[config.mk]
export PLATFORM = sky130hd
export DESIGN_NAME = apb_gpio_arbiter
export DESIGN_NICKNAME = d
export VERILOG_FILES = /design/src/rtl/gpio_apb_pkg.sv /design/src/rtl/rr_arb2.sv /design/src/rtl/apb_gpio_arbiter.sv
export SDC_FILE = /design/constraint.sdc
export NUM_CORES = 1
export LEC_CHECK = 0
export BUFFER_PORTS_ARGS = -buffer_cell sky130_fd_sc_hd__buf_2
export CORE_AREA = 2 2 138 140
export CTS_BUF_LIST = sky130_fd_sc_hd__clkbuf_8
export CTS_CLUSTER_SIZE = 16
export DETAILED_ROUTE_END_ITERATION = 7
export DIE_AREA = 0 0 140 142
export MAX_ROUTING_LAYER = met4
export PLACE_DENSITY_LB_ADDON = 0.05
export SLEW_MARGIN = 20
export SYNTH_ARGS = -nofsm -noshare
export SYNTH_HDL_FRONTEND = slang
export SYNTH_SLANG_ARGS = --single-unit
[constraint.sdc]
create_clock -name PCLK -period 3.35 [get_ports PCLK]
set_input_delay 0.5025 -clock PCLK [delete_from_list [all_inputs] [get_ports PCLK]]
set_output_delay 0.5025 -clock PCLK [all_outputs]
set_load 0.005 [all_outputs]
[src/rtl/gpio_apb_pkg.sv]
// Shared types and constants for the GPIO APB master sequencer.
package gpio_apb_pkg;

  localparam int ADDR_W = 4;
  localparam int DATA_W = 32;

  // Sequencer FSM encoding
  typedef enum logic [1:0] {
    ST_IDLE   = 2'b00,
    ST_SETUP  = 2'b01,
    ST_ACCESS = 2'b10,
    ST_DONE   = 2'b11
  } state_t;

  // GPIO slave register offsets
  localparam logic [ADDR_W-1:0] GPIO_DATA_OFS = 4'h0;
  localparam logic [ADDR_W-1:0] GPIO_DIR_OFS  = 4'h4;
  localparam logic [ADDR_W-1:0] GPIO_SET_OFS  = 4'h8;
  localparam logic [ADDR_W-1:0] GPIO_CLR_OFS  = 4'hC;

endpackage

[src/rtl/rr_arb2.sv]
// Two-way round-robin arbiter. Holds the last-owner pointer and, when both
// requesters are active, grants the one that was not served last.
module rr_arb2 (
  input  logic       PCLK,
  input  logic       PRESETn,
  input  logic [1:0] i_req,
  input  logic       i_upd,
  input  logic       i_owner,
  output logic       o_gnt_idx,
  output logic       o_gnt_vld
);

  logic r_last;

  // Record the requester that just completed; reset value makes req0 win first
  always_ff @(posedge PCLK or negedge PRESETn) begin
    if (!PRESETn) r_last <= 1'b1;
    else if (i_upd) r_last <= i_owner;
  end

  // Grant selection: single requester wins outright, a tie goes to the other one
  always_comb begin
    o_gnt_vld = |i_req;
    o_gnt_idx = 1'b0;
    if (i_req == 2'b11) o_gnt_idx = ~r_last;
    else if (i_req[1]) o_gnt_idx = 1'b1;
  end

endmodule

[src/rtl/apb_gpio_arbiter.sv]
// APB master sequencer sharing one GPIO slave between two requesters.
// Requester handshake: reqN is held high until doneN pulses for one cycle;
// rdataN/errN are valid with doneN and held until the next doneN.
// APB side: SETUP (PSEL) for one cycle, then ACCESS (PSEL+PENABLE) until
// PREADY or timeout; command fields stay stable across both phases.
module apb_gpio_arbiter
  import gpio_apb_pkg::*;
#(
  parameter int TO_CYCLES = 16,
  parameter int TO_W      = 5
) (
  input  logic              PCLK,
  input  logic              PRESETn,
  input  logic              req0,
  input  logic              req1,
  input  logic              we0,
  input  logic              we1,
  input  logic [ADDR_W-1:0] addr0,
  input  logic [ADDR_W-1:0] addr1,
  input  logic [DATA_W-1:0] wdata0,
  input  logic [DATA_W-1:0] wdata1,
  output logic [DATA_W-1:0] rdata0,
  output logic [DATA_W-1:0] rdata1,
  output logic              done0,
  output logic              done1,
  output logic              err0,
  output logic              err1,
  output logic              PSEL,
  output logic              PENABLE,
  output logic              PWRITE,
  output logic [ADDR_W-1:0] PADDR,
  output logic [DATA_W-1:0] PWDATA,
  input  logic [DATA_W-1:0] PRDATA,
  input  logic              PREADY,
  output logic              busy,
  output logic              owner,
  output state_t            o_dbg_state
);

  state_t            r_state;
  state_t            w_next;
  logic              r_owner;
  logic              r_we;
  logic [ADDR_W-1:0] r_addr;
  logic [DATA_W-1:0] r_wdata;
  logic [TO_W-1:0]   r_to_cnt;
  logic [DATA_W-1:0] r_rdata0;
  logic [DATA_W-1:0] r_rdata1;
  logic              r_err0;
  logic              r_err1;
  logic              w_gnt_idx;
  logic              w_gnt_vld;
  logic              w_to_hit;
  logic              w_finish;
  logic              w_sel;

  assign w_to_hit = (r_to_cnt == TO_W'(TO_CYCLES - 1));
  assign w_finish = (r_state == ST_ACCESS) && (PREADY || w_to_hit);

  rr_arb2 u_arb (
    .PCLK      (PCLK),
    .PRESETn   (PRESETn),
    .i_req     ({req1, req0}),
    .i_upd     (r_state == ST_DONE),
    .i_owner   (r_owner),
    .o_gnt_idx (w_gnt_idx),
    .o_gnt_vld (w_gnt_vld)
  );

  // FSM state register
  always_ff @(posedge PCLK or negedge PRESETn) begin
    if (!PRESETn) r_state <= ST_IDLE;
    else          r_state <= w_next;
  end

  // FSM next state and APB/requester outputs
  always_comb begin
    w_next  = r_state;
    w_sel   = 1'b0;
    PENABLE = 1'b0;
    done0   = 1'b0;
    done1   = 1'b0;
    unique case (r_state)
      ST_IDLE:   if (w_gnt_vld) w_next = ST_SETUP;
      ST_SETUP: begin
        w_sel  = 1'b1;
        w_next = ST_ACCESS;
      end
      ST_ACCESS: begin
        w_sel   = 1'b1;
        PENABLE = 1'b1;
        if (PREADY || w_to_hit) w_next = ST_DONE;
      end
      ST_DONE: begin
        done0  = ~r_owner;
        done1  = r_owner;
        w_next = ST_IDLE;
      end
      default: w_next = ST_IDLE;
    endcase
  end

  assign PSEL        = w_sel;
  assign busy        = w_sel;
  assign PWRITE      = w_sel & r_we;
  assign PADDR       = w_sel ? r_addr : '0;
  assign PWDATA      = w_sel ? r_wdata : '0;
  assign owner       = r_owner;
  assign rdata0      = r_rdata0;
  assign rdata1      = r_rdata1;
  assign err0        = r_err0;
  assign err1        = r_err1;
  assign o_dbg_state = r_state;

  // Latch the winner's command on grant; timeout counter restarts for each SETUP
  always_ff @(posedge PCLK or negedge PRESETn) begin
    if (!PRESETn) begin
      r_owner  <= 1'b0;
      r_we     <= 1'b0;
      r_addr   <= '0;
      r_wdata  <= '0;
      r_to_cnt <= '0;
    end else if (r_state == ST_IDLE && w_gnt_vld) begin
      r_owner  <= w_gnt_idx;
      r_we     <= w_gnt_idx ? we1 : we0;
      r_addr   <= w_gnt_idx ? addr1 : addr0;
      r_wdata  <= w_gnt_idx ? wdata1 : wdata0;
      r_to_cnt <= '0;
    end else if (r_state == ST_ACCESS) begin
      r_to_cnt <= r_to_cnt + TO_W'(1);
    end
  end

  // Capture result for the owner: PREADY beats a coincident timeout
  always_ff @(posedge PCLK or negedge PRESETn) begin
    if (!PRESETn) begin
      r_rdata0 <= '0;
      r_rdata1 <= '0;
      r_err0   <= 1'b0;
      r_err1   <= 1'b0;
    end else if (w_finish) begin
      if (!r_owner) begin
        r_err0 <= ~PREADY;
        if (!PREADY)    r_rdata0 <= '0;
        else if (!r_we) r_rdata0 <= PRDATA;
      end else begin
        r_err1 <= ~PREADY;
        if (!PREADY)    r_rdata1 <= '0;
        else if (!r_we) r_rdata1 <= PRDATA;
      end
    end
  end

endmodule

---- After elaboration in Yosys (flattened, before gate mapping) ----
Cells that the tools add are included.
storage, ports and cells
  register bits after elaboration ......... 112
  input port bits ......................... 111
  logic and storage cells ................. 54
cells by class
  add/subtract/negate cells ............... 1
  equality and inequality tests ........... 8
  mux-type cells .......................... 18
  bitwise operators ....................... 4
  reduce and logical (&&, ||, !) cells .... 12
operator list
  kind                   count
  $mux W32               4
  $mux W5                2
  $mux W4                2
  $pmux W2 S4            1
  $mux W1                7
  $eq A2 B2 Y1 const B   3
  $reduce_and A2 Y1      3
  $reduce_and A3 Y1      2
  $add A5 B1 Y5 const B  1
  $eq A5 B4 Y1 const B   1
  $mux W2                2
  $ne A2 B2 Y1 const B   2
  $reduce_or A2 Y1       2
  $not A1 Y1             3
  $eq A2 B1 Y1 const B   1
  $logic_and A1 B1 Y1    2
  $logic_not A2 Y1       1
  $ne A2 B1 Y1 const B   1
  $reduce_bool A2 Y1     1
  $and A1 B1 Y1          1
  $logic_or A1 B1 Y1     1

---- Logic depth before layout (Yosys ltp) ----
  depth after elaboration ................. 4
  depth in mapped cells ................... 8
  gate-level depth less buffers ........... 6

---- Modules after synthesis ----
Synthesis repeated with hierarchy kept, for this count alone.
second synthesis, totals
  cells, all modules ...................... 430
  area total of the unflattened synthesis .. 5429.0 µm²
by module, submodules not included
  module            instances  cells an instance  area each (µm²)
  apb_gpio_arbiter  1          426                5373.9
  rr_arb2           1          4                  55.1

---- Worst setup path before layout ----
Ideal clock, no wire load.
  path kind ............................... register -> register
  start point ............................. reg r_to_cnt[0]
  end point ............................... reg r_rdata1[10] (netlist: rdata1[10])
  library setup time ...................... 125 ps
  data arrival time ....................... 1827 ps
  data required time ...................... 3225 ps
  slack ................................... 1398 ps
  cell stages (with the launch flop) ...... 9
  path buffers ............................ 2
  clock period less this slack ............ 1952 ps
  cells stage by stage .................... dfrtp_1 > ha_1 > and3_1 > ha_1 > nor2_4 > and4b_1 > buf_6 > buf_12 > mux2_4
between the ends
  cells in the longest elaborated chain, start to end .. 4
RTL lines
  element                             line                     RTL
  from (decl)                         apb_gpio_arbiter.sv:46   logic [TO_W-1:0] r_to_cnt;
  from (signal assigned)              apb_gpio_arbiter.sv:130  r_to_cnt <= r_to_cnt + TO_W'(1);
  $eq A5 B4 Y1                        apb_gpio_arbiter.sv:57   assign w_to_hit = (r_to_cnt == TO_W'(TO_CYCLES - 1));
  $logic_or A1 B1 Y1                  apb_gpio_arbiter.sv:58   assign w_finish = (r_state == ST_ACCESS) && (PREADY || w_to_hit);
  $logic_and A1 B1 Y1                 apb_gpio_arbiter.sv:58
  $reduce_and A3 Y1 (no source line)  n/a
  to (signal assigned)                apb_gpio_arbiter.sv:138  r_rdata1 <= '0;
  to (signal assigned)                apb_gpio_arbiter.sv:148  if (!PREADY) r_rdata1 <= '0;
  to (signal assigned)                apb_gpio_arbiter.sv:149  else if (!r_we) r_rdata1 <= PRDATA;
  to (decl)                           apb_gpio_arbiter.sv:48   logic [DATA_W-1:0] r_rdata1;
No other way between the ends.
A chain may end at the register's enable or synchronous reset.

---- Worst setup path in the final report ----
  start point ............................. reg r_state[0] (netlist: o_dbg_state[0])
  end point ............................... reg r_rdata0[27] (netlist: rdata0[27])
between the ends
  cells in the longest elaborated chain, start to end .. 3
RTL lines
  element                             line                     RTL
  from (decl)                         apb_gpio_arbiter.sv:40   state_t r_state;
  from (signal assigned)              apb_gpio_arbiter.sv:73   else r_state <= w_next;
  $eq A2 B2 Y1                        apb_gpio_arbiter.sv:58
  $logic_and A1 B1 Y1                 apb_gpio_arbiter.sv:58
  $reduce_and A3 Y1 (no source line)  n/a
  to (signal assigned)                apb_gpio_arbiter.sv:137  r_rdata0 <= '0;
  to (signal assigned)                apb_gpio_arbiter.sv:144  if (!PREADY) r_rdata0 <= '0;
  to (signal assigned)                apb_gpio_arbiter.sv:145  else if (!r_we) r_rdata0 <= PRDATA;
  to (decl)                           apb_gpio_arbiter.sv:47   logic [DATA_W-1:0] r_rdata0;
No other way between the ends.

==> run metrics <==
Yosys top cell by area=dfrtp_1; Synth async-reset ratio=100%; Hold Buf Count CTS=0; Die X=140 microns; Worst EP arrival=2.78 ns; Leakage=3.56 nW; die area=19900 sq um; WL per Instance=16.3 microns; io pins=222; Syn Std Cell Area=5410 sq um; sw frac=36.4%; slowest stage delay, CP=0.58 ns; RSZ-0062 raised after global routing=no; RR Endpoint=rdata0[27]$_DFFE_PN0P_; CTS sink count=112; CP max-delay cell=and3b_2; Post-Place Worst Slack=0.803 ns; Slew HR=45.9%; Initial Utilization=29.3%; Residual DRC=12; Port Buffers=221; combinational power share=47.5%; Slew @ Worst Pin=0.811 ns; first-pass GRT wire length=24.0 mm; register area=2800 sq um; mean post-synth cell area=11.5 sq um; Most used DFF post-synth=dfrtp_1; switching pwr=2.26 mW; clock latency at the later pin of the worst-skew pair=0.40 ns; Multi-input gate area=2360 sq um; Setup CP Type=reg -> reg; number of DRC markers in iteration 0=150; Net Count, Synth=589; status=finished, violations left; Via Count=4191; Int Pwr=3.94 mW; fmax=402 MHz; Yosys warnings=0; WL final=15.0 mm; register area share after synthesis=51.8%; post-synthesis cell count=472; fin crit share=74.2%; Resized cells post-CTS=0; dpl hpwl=10.3 mm; Critical Path RT=3.65 ns; CTS tree=yes; initial antenna violation count=3; post-CTS setup buffer count=0; vias per cell=4.56; post-synth cell types=36; sequential share of power=37.9%; Overall Global Routing Usage=15.9%; clock power share=14.7%; Reg2Reg Setup Slack=0.86 ns; Max-Cap Viols=0; vias in the first global route=4467; Critical R2R Launch=o_dbg_state[0]$_DFFE_PN0P_; DRT Pass-1 Iters=6; Worst Setup Slack, final=0.864 ns; worst hold path class=in -> async; Final ANT Viol Nets=0; # rows=50; Worst setup EP type=flip-flop; clock buffer depth=2; RePlAce Congestion=0.766; total clock buffers created by CTS=9; total negative slack=0 ns; startpoint types=flip-flop; dominant cells by area after synthesis=dfrtp_1 51%, mux2_4 17%, and2_1 7.6%, a21oi_1 7.0%, nor2_1 3.0%; root buffer cell=clkbuf_8; area fraction of the dominant cell type after synthesis=51.3%; CP Buf/Inv Count=2; largest net degree at the start of global routing=50; worst-path maximum fanout=16; Commonest cells post-synth=111 x dfrtp_1, 76 x a21oi_1, 66 x and2_1, 60 x mux2_4, 43 x nor2_1; Power Density=896 nW/um^2; layout cells sized above 1=47.4%; Hold Vio Cnt, Final=0; Yosys reg bits=112; VDD IR-drop max=0.000368 V; Post-synth EDFFs=0; R2R depth=6; Layout area overhead=27.8%; Reg clk slew, reported paths=0.12 ns; failing checks=design-rule violations; CP Cell Sequence=inv_1 > ha_1 > nor2b_2 > and3b_2 > buf_4 > mux2_4; Top delay family on crit path=simple AND/OR/NAND/NOR gates; htree depth=3; top-count cell post-synth=dfrtp_1; Clock Skews=0.0132 ns; NumNets Final=795; min Tclk post-route=2.49 ns; fillers=1882; Final setup violation count=0; core area=18500 sq um; Die Span Y=142 microns; max-slew violation count=0; GRT overflow=0
-- power groups by stage --
stage / clock, mW / combinational, mW / sequential (mW)
finish: 0.908 / 2.94 / 2.34
global route: 1.01 / 3.29 / 2.43
CTS: 0.958 / 3.02 / 2.35
detailed placement: 0 / 3.01 / 2.37
global placement: 0 / 2.99 / 2.36
floorplan: 0 / 1.77 / 2.32
-- metrics by stage --
stage	instance area [sq um]	util, %	hold slack [ns]	instances	power (mW)
finish	6910	37.5	0.0553	920	6.19
global route	6910	37.5	0.0785	920	6.73
detailed placement	6690	36.2	0.490	901	5.38
floorplan	5410	-	0.207	472	4.09
CTS	6910	37.4	0.0636	917	6.33
global placement	6690	36.2	0.487	901	5.35
-- worst register-to-register path, stage by stage, from the launching register on --
cell     delay, ns
dfrtp_1       0.43
inv_1         0.12
ha_1          0.43
nor2b_2       0.26
and3b_2       0.58
buf_4         0.27
mux2_4        0.30
-- cells by family after synthesis --
logic type	share of synthesized area, %
adder cells (fa/ha/maj)	1.39
AO/OA/AOI/OAI	8.30
multiplexers	18.1
flip-flops	51.8
XOR/XNOR	0.486
buffers and inverters	4.67
AND/OR/NAND/NOR	15.2
-- layout make-up --
class	instances	share of cell area (%)
clock inverter	7	1.41
clock buffer	9	1.79
tap	234	4.23
multi-input combinational	322	34.2
sequential	112	40.6
antenna	3	0.109
timing repair buffer	230	17.6
inverter	3	0.163
-- placed cells by master (no fill, tap or decap), types with 2 or more instances in the layout --
cell / count
buf_12: 3
and2_2: 4
inv_6: 4
a21oi_1: 76
nand2_1: 39
a31oi_1: 2
inv_1: 3
dfrtp_1: 111
buf_4: 7
xor2_1: 2
ha_1: 6
clkinv_8: 2
clkbuf_8: 9
diode_2: 3
mux2_2: 6
mux2_4: 60
buf_2: 220
nor3b_1: 2
nor2_1: 43
and2_1: 66
-- state kept, by name, summed over array words and instances, names as in the netlist --
signal / count
r_addr: 4
err0: 1
rdata0: 32
o_dbg_state: 2
u_arb.r_last: 1
r_wdata: 32
r_to_cnt: 5
err1: 1
owner: 1
rdata1: 32
r_we: 1
-- worst max path at each step --
stage | startpoint | slack [ns] | cells after the start | endpoint
final | o_dbg_state[0]$_DFFE_PN0P_ | 0.86 | 6 | rdata0[27]$_DFFE_PN0P_
after global placement | PREADY | 0.86 | 5 | rdata1[11]$_DFFE_PN0P_
after global routing | o_dbg_state[0]$_DFFE_PN0P_ | 0.69 | 6 | rdata0[29]$_DFFE_PN0P_
after CTS | o_dbg_state[0]$_DFFE_PN0P_ | 0.79 | 6 | rdata0[27]$_DFFE_PN0P_
after detailed placement | o_dbg_state[0]$_DFFE_PN0P_ | 0.80 | 6 | rdata0[27]$_DFFE_PN0P_
after floorplan | r_to_cnt[0]$_DFFE_PN0P_ | 1.40 | 8 | rdata1[10]$_DFFE_PN0P_
-- metal layers --
layer,global-route usage (%),vias up,wire length (microns)
li1,-,1990,-
met1,19.6,2035,6470
met2,25.2,158,7030
met3,5.45,8,1310
met4,3.99,0,160
met5,-,-,0
Note: power is estimated with default switching activity, not from simulation.
